<file path="config.mk">
export PLATFORM = sky130hd
export DESIGN_NAME = alu_add_arbiter
export DESIGN_NICKNAME = d
export VERILOG_FILES = /design/src/rtl/alu_add_arbiter.sv
export SDC_FILE = /design/constraint.sdc
export NUM_CORES = 1
export LEC_CHECK = 0
export CAP_MARGIN = 20
export CORE_UTILIZATION = 42
export CTS_CLUSTER_DIAMETER = 100
export DETAILED_ROUTE_END_ITERATION = 6
export PLACE_DENSITY = 0.79
export SLEW_MARGIN = 20
export SYNTH_ARGS = -nofsm -noshare
export SYNTH_HDL_FRONTEND = slang
export SYNTH_SLANG_ARGS = --single-unit
</file>
<file path="constraint.sdc">
create_clock -name clk -period 6.05 [get_ports clk]
set_input_delay 1.815 -clock clk [delete_from_list [all_inputs] [get_ports clk]]
set_output_delay 1.815 -clock clk [all_outputs]
set_load 0.02 [all_outputs]
</file>
<file path="src/rtl/alu_add_arbiter.sv">
`default_nettype none
// ============================================================================
// Module      : alu_add_arbiter
// Description : Two requesters share one 16-bit adder. A three-state FSM
//               (IDLE -> CALC -> RESP) grants one requester at a time. When
//               both request together, a round-robin pointer picks the winner.
//               The sum and its flags are registered and held until the
//               consumer accepts them.
// Ports       : clk, rst_n (async, active-low)
//               req0_valid/req0_a/req0_b/req0_ready : requester 0
//               req1_valid/req1_a/req1_b/req1_ready : requester 1
//               rsp_valid/rsp_ready/rsp_id/rsp_sum  : response channel
//               rsp_sign/overflow/zero/parity/carry : result flags
//               sticky_ovf : sticky overflow. It is only live when the macro
//                            ALU_ARB_STICKY_OVF_EN is defined and is
//                            otherwise tied to 0.
// Parameters  : RR_INIT - requester favoured first after reset
// Revision    : 1.0 - initial release
// ============================================================================
module alu_add_arbiter #(
  parameter logic RR_INIT = 1'b0
) (
  input  logic        clk,
  input  logic        rst_n,
  input  logic        req0_valid,
  input  logic [15:0] req0_a,
  input  logic [15:0] req0_b,
  output logic        req0_ready,
  input  logic        req1_valid,
  input  logic [15:0] req1_a,
  input  logic [15:0] req1_b,
  output logic        req1_ready,
  output logic        rsp_valid,
  input  logic        rsp_ready,
  output logic        rsp_id,
  output logic [15:0] rsp_sum,
  output logic        rsp_sign,
  output logic        rsp_overflow,
  output logic        rsp_zero,
  output logic        rsp_parity,
  output logic        rsp_carry,
  output logic        sticky_ovf
);

  typedef enum logic [1:0] {
    S_IDLE = 2'd0,
    S_CALC = 2'd1,
    S_RESP = 2'd2
  } state_t;

  state_t      r_state;
  state_t      w_state_nxt;
  logic        w_grant0;
  logic        w_grant1;
  logic        r_ptr;        // requester favoured on the next contested grant
  logic [15:0] r_a;
  logic [15:0] r_b;
  logic        r_id;
  logic [16:0] w_sum_full;
  logic        w_ovf;

  logic        r_rsp_valid;
  logic        r_rsp_id;
  logic [15:0] r_rsp_sum;
  logic        r_rsp_sign;
  logic        r_rsp_overflow;
  logic        r_rsp_zero;
  logic        r_rsp_parity;
  logic        r_rsp_carry;

  // State register
  always_ff @(posedge clk or negedge rst_n) begin
    if (!rst_n) begin
      r_state <= S_IDLE;
    end else begin
      r_state <= w_state_nxt;
    end
  end

  // Next state and grant decode. Grants depend only on the current state and
  // the valids, so ready answers in the same cycle as valid.
  always_comb begin
    w_state_nxt = r_state;
    w_grant0    = 1'b0;
    w_grant1    = 1'b0;
    case (r_state)
      S_IDLE: begin
        if (req0_valid && (!req1_valid || !r_ptr)) begin
          w_grant0 = 1'b1;
        end else if (req1_valid) begin
          w_grant1 = 1'b1;
        end
        if (w_grant0 || w_grant1) begin
          w_state_nxt = S_CALC;
        end
      end
      S_CALC: w_state_nxt = S_RESP;
      S_RESP: begin
        if (rsp_ready) begin
          w_state_nxt = S_IDLE;
        end
      end
      default: w_state_nxt = S_IDLE;
    endcase
  end

  assign req0_ready = w_grant0;
  assign req1_ready = w_grant1;

  // The shared adder works only on the captured operands. This keeps the
  // req* inputs out of the combinational path to the rsp_* registers.
  assign w_sum_full = {1'b0, r_a} + {1'b0, r_b};
  assign w_ovf      = (r_a[15] == r_b[15]) && (w_sum_full[15] != r_a[15]);

  always_ff @(posedge clk or negedge rst_n) begin
    if (!rst_n) begin
      r_ptr          <= RR_INIT;
      r_a            <= 16'h0000;
      r_b            <= 16'h0000;
      r_id           <= 1'b0;
      r_rsp_valid    <= 1'b0;
      r_rsp_id       <= 1'b0;
      r_rsp_sum      <= 16'h0000;
      r_rsp_sign     <= 1'b0;
      r_rsp_overflow <= 1'b0;
      r_rsp_zero     <= 1'b0;
      r_rsp_parity   <= 1'b0;
      r_rsp_carry    <= 1'b0;
    end else begin
      if (w_grant0 || w_grant1) begin
        r_a   <= w_grant1 ? req1_a : req0_a;
        r_b   <= w_grant1 ? req1_b : req0_b;
        r_id  <= w_grant1;
        r_ptr <= w_grant0;  // point at the requester that lost this grant
      end
      if (r_state == S_CALC) begin
        r_rsp_valid    <= 1'b1;
        r_rsp_id       <= r_id;
        r_rsp_sum      <= w_sum_full[15:0];
        r_rsp_sign     <= w_sum_full[15];
        r_rsp_overflow <= w_ovf;
        r_rsp_zero     <= (w_sum_full[15:0] == 16'h0000);
        r_rsp_parity   <= ~^w_sum_full[15:0];
        r_rsp_carry    <= w_sum_full[16];
      end else if (r_state == S_RESP && rsp_ready) begin
        r_rsp_valid    <= 1'b0;
      end
    end
  end

  assign rsp_valid    = r_rsp_valid;
  assign rsp_id       = r_rsp_id;
  assign rsp_sum      = r_rsp_sum;
  assign rsp_sign     = r_rsp_sign;
  assign rsp_overflow = r_rsp_overflow;
  assign rsp_zero     = r_rsp_zero;
  assign rsp_parity   = r_rsp_parity;
  assign rsp_carry    = r_rsp_carry;

`ifdef ALU_ARB_STICKY_OVF_EN
  logic r_sticky_ovf;

  always_ff @(posedge clk or negedge rst_n) begin
    if (!rst_n) begin
      r_sticky_ovf <= 1'b0;
    end else if (r_state == S_CALC && w_ovf) begin
      r_sticky_ovf <= 1'b1;
    end
  end

  assign sticky_ovf = r_sticky_ovf;
`else
  assign sticky_ovf = 1'b0;
`endif

endmodule
`default_nettype wire

</file>
==> results.toml, run 1 <==
[cells_and_area]
postLayoutCellArea_um2 = 4490
area_growth_pct = 36.5
num_antenna_cells = 0
fin_nets = 557
layout_common_cells = "nand2_1 (93), clkdlybuf4s50_1 (92), dfrtp_1 (58)"
drive_gt1_share_pct = 6.00
layout_commonest_cell = "nand2_1"

[routing]
drtAntennaViolNets = 0
drt_wl_total_um = 7560
vias = 2954
drt-vias-per-instance = 5.22
dr.pass1.iters = 7
wl_per_cell_um = 13.4
drt-initial-drc-count = 118
drc = 1

[sta]
worst_pin_slew_ns = 0.712
setup_viol = 0
clock_skew_ns = 0.0102
finalSetupTns_ns = 0
whs_ns = 0.486
fin_crit_sh_pct = 84.1
fmax_mhz = 197
timing.slew.headroom_pct = 52.6
maxSlewViolCount = 0
rsz0062_at_grt = "false"
period_needed_ns = 5.09
hold_violations = 0
fin_ws_ns = 0.962

[synthesis]
synth_seq_cells = 58
ys_types = 40
syn_area_um2 = 3290
async_flop_share_pct = 100
synth_flop_cell = "dfrtp_1"
synthCells = 375
yosysWarnings = 0
synth_enable_flop_cells = 0
synth_fp_nets = 468
avgSynthCellArea_um2 = 8.77
ys_seq_area_share_pct = 44.1

[setup_path]
crit_arrival_ns = 3.27
critPathRequiredTime_ns = 4.24
slowest_delay_ns = 0.60
start_kind = "primary input"
path_class = "primary input to output pin"
crit_path_end_kind = "output pin"
slowest_stage = "clkdlybuf4s50_1"
crit_top_cell = "clkdlybuf4s50_1"
path_cells = "clkdlybuf4s50_1, nand3_1, inv_2, clkdlybuf4s50_1"
crit_fanout = 5

[place]
placed_area_um2 = 4290
port_buffers = 93
place.gp.congestion = 0.838
place_ws_ns = 0.977
dp_hpwl_um = 5770

[die]
num_rows = 31
die_h_um = 90.5
die_area_um2 = 8190
coreArea_um2 = 7410
ios = 95
start_util_pct = 44.4
die_w_um = 90.5

[grt]
grt_pass1_vias = 2819
grt_start_max_net_pins = 66
grt_usage_pct = 19.3
grt_pass1_wl_um = 12700
grt_overflow = 0
antenna_found_initial = 0

[status]
outcome = "complete, but fails checks"
violations = "DRC"

[clock_tree]
clock_latency_ns = 0.34
root_buffer = "clkbuf_8"
clock_sinks = 58
cts_tree = "built"
numCtsBuffers = 9
clk_pin_slew_worst_paths_ns = 0.06
hold_buffers = 0
htreeDepth = 3
clockBufferDepth = 2
post_cts_buffers = 0
cts-resized-gates = 0

[min_path]
hold_path.class = "flip-flop to flip-flop"

[run]
drv_cap = 0
## stage by stage
step                      std cells  util, %
after floorplan                 375        -
after global routing            566     60.6
after CTS                       566     60.5
after global placement          552     57.9
final                           566     60.6
after detailed placement        552     57.9
## sequential cells by signal (all words and copies together), names as in the netlist
| name | count |
|---|---|
| r_a | 16 |
| r_b | 16 |
| rsp_sum | 16 |
| r_state | 2 |
| r_id | 1 |
| r_ptr | 1 |
| rsp_carry | 1 |
| rsp_id | 1 |
| rsp_overflow | 1 |
| rsp_parity | 1 |
| rsp_valid | 1 |
| rsp_zero | 1 |
## critical path: cells and delay by family
kind	cells	cell delay [ns]
buffers and inverters	3	1.26
AND/OR/NAND/NOR	1	0.20
## logic make-up after synthesis
group	Yosys count	share of synthesized area, %
AND/OR/NAND/NOR	146	18.6
AO/OA/AOI/OAI	95	17.3
flip-flops	58	44.1
buffers and inverters	27	3.31
adder cells (fa/ha/maj)	24	9.36
XOR/XNOR	22	6.50
multiplexers	2	0.685
other	1	0.114
## cell usage after synthesis (2+ instances only)
cell type,n,share of area [%]
a211oi_1,2,0.46
a21o_1,2,0.46
a21oi_1,17,2.6
a31oi_1,34,6.5
buf_1,3,0.34
buf_4,2,0.46
clkbuf_1,14,1.6
dfrtp_1,58,44
ha_1,23,8.7
inv_1,7,0.80
mux2_1,2,0.68
nand2_1,93,11
nand2b_1,5,0.95
nand3_1,3,0.46
nor2_1,38,4.3
o21ai_0,6,0.91
o21ai_1,23,3.5
o21bai_1,3,0.68
xnor2_1,11,2.9
xor2_1,9,2.4
## routing by layer
layer  share of wire, %  global-route usage [%]
met5                  0                       0
met4                2.6                    8.33
met3                4.5                    4.04
met2                 46                    31.5
met1                 46                    24.7
## area by class of cell
type | count | area [µm²]
multi-input combinational | 290 | 1740
timing repair buffer | 97 | 956
inverter | 8 | 30.0
tap | 99 | 124
sequential | 58 | 1450
clock inverter | 3 | 40.0
clock buffer | 11 | 151
fill | 647 | 2920
## path summary, 6_finish.rpt
kind / slack (ns) / depth (start not counted) / endpoint / start
max: 0.96 / 4 / req1_ready / req1_valid
min: 0.49 / 2 / rsp_sum[8] / rsp_sum[8]
max reg2reg: 2.56 / 15 / rsp_parity / r_a[0]
min reg2reg: 0.49 / 2 / rsp_sum[8] / rsp_sum[8]
max in group asynchronous: 3.96 / 2 / r_b[3] / rst_n
min in group asynchronous: 1.63 / 2 / rsp_sum[9] / rst_n
Power of run 1 is left out: the tool's default activity adds up to more than one toggle a clock period on the data nets, which glitch-free logic cannot reach.
==> inputs of run 2 (changes only) <==
- PLACE_DENSITY: 0.79 -> 0.82
- clock period: 6.05 -> 4.5 ns (I/O delays scaled with it)
==> run 2 against run 1 <==
Against the previous run: the run now ends clean; sequential cell count unchanged; sequential share of layout area down 0.26 points; cell count up 0.53%; design area up 0.81%.
==> results.toml, run 2 (same netlist as run 1, synthesis figures left out) <==
[routing]
wl_per_cell_um = 13.4
drc = 0
dr.pass1.iters = 4
vias = 2874
drt_wl_total_um = 7630
drt-initial-drc-count = 118
drtAntennaViolNets = 0
drt-vias-per-instance = 5.05

[min_path]
min_from = "rsp_sum[7]"
hold_path.class = "flip-flop to flip-flop"

[die]
num_rows = 31
die_area_um2 = 8190
die_w_um = 90.5
die_h_um = 90.5
start_util_pct = 44.4
coreArea_um2 = 7410
ios = 95

[setup_path]
start_kind = "primary input"
critPathRequiredTime_ns = 3.15
crit_path_end_kind = "output pin"
crit_arrival_ns = 2.82
startpoint = "req0_valid"
path_class = "primary input to output pin"
r2r_start = "r_a[0]"
crit_fanout = 4

[run]
drv_cap = 0

[sta]
worst_pin_slew_ns = 0.687
setup_viol = 0
hold_violations = 0
period_needed_ns = 4.17
clock_skew_ns = 0.00723
fmax_mhz = 240
rsz0062_at_grt = "false"
finalSetupTns_ns = 0
timing.slew.headroom_pct = 54.2
fin_crit_sh_pct = 92.6
maxSlewViolCount = 0

[clock_tree]
root_buffer = "clkbuf_8"
clock_sinks = 58
numCtsBuffers = 9
post_cts_buffers = 0
hold_buffers = 0
clk_pin_slew_worst_paths_ns = 0.07
clock_latency_ns = 0.34
htreeDepth = 3
cts_tree = "built"
clockBufferDepth = 2
cts-resized-gates = 0

[cells_and_area]
area_growth_pct = 37.6
nFillCells = 646
drive_gt1_share_pct = 6.60
fin_nets = 558
num_antenna_cells = 0
layout_common_cells = "nand2_1 (93), clkdlybuf4s50_1 (92), dfrtp_1 (58)"
layout_commonest_cell = "nand2_1"

[grt]
grt_pass1_vias = 2761
grt_overflow = 0
grt_start_max_net_pins = 66
grt_pass1_wl_um = 12800
antenna_found_initial = 0
grt_usage_pct = 19.7

[place]
port_buffers = 93
place.gp.congestion = 0.874
dp_hpwl_um = 5970

[status]
outcome = "finished, final reports clean"
## run 2: cell count changes in the layout (fill, tap and decap cells not counted)
cell | previous run | this run
clkinv_4 | 0 | 3
clkbuf_8 | 11 | 9
clkinv_2 | 2 | 0
buf_4 | 4 | 5
bufinv_16 | 1 | 2
clkinvlp_4 | 0 | 1
inv_6 | 0 | 1
o21a_2 | 0 | 1
o21a_4 | 1 | 0
## run 2: layout make-up
class                           instances  area, µm²  share of cell area (%)
Multi-Input combinational cell        290       1730                    38.2
Sequential cell                        58       1450                    32.1
Timing Repair Buffer                   98        963                    21.3
Clock buffer                            9        124                    2.74
Tap cell                               99        124                    2.74
Clock inverter                          7        103                    2.27
Inverter                                8       30.0                   0.664
## run 2: path summary, 6_finish.rpt
| kind | slack [ns] | cells after the start | end |
|---|---|---|---|
| setup / recovery | 0.33 | 5 | req1_ready |
| hold / removal | 0.49 | 2 | rsp_sum[7] |
| setup reg to reg | 1.13 | 15 | rsp_parity |
| hold reg to reg | 0.49 | 2 | rsp_sum[7] |
| max in group asynchronous | 2.66 | 2 | r_b[13] |
| min in group asynchronous | 1.04 | 1 | rsp_sum[15] |
## run 2: worst max-delay path, stage by stage
cell and delay [ns]:
clkdlybuf4s50_1 0.47, nand2b_1 0.11, nand3_1 0.18, inv_2 0.10, clkdlybuf4s50_1 0.61
## run 2: metal layers
metal  track usage [%]  routed length, µm  vias to the layer above
met2              32.5               3660                       74
met3              3.79                284                        7
met5                 0                  0                        -
li1                  -                  -                     1476
met4              7.26                 97                        0
met1              25.7               3600                     1317
## run 2: through the flow
step	utilization, %	cells	worst slack [ns]	instance area, µm²	hold WS (ns)
floorplan	-	375	1.07	3290	0.455
global placement	58.0	553	0.365	4300	0.466
detailed placement	58.0	553	0.331	4300	0.485
CTS	61.1	569	0.324	4530	0.501
global route	61.1	569	0.278	4530	0.525
finish	61.1	569	0.334	4530	0.491
Power of run 2 is left out for the same reason.
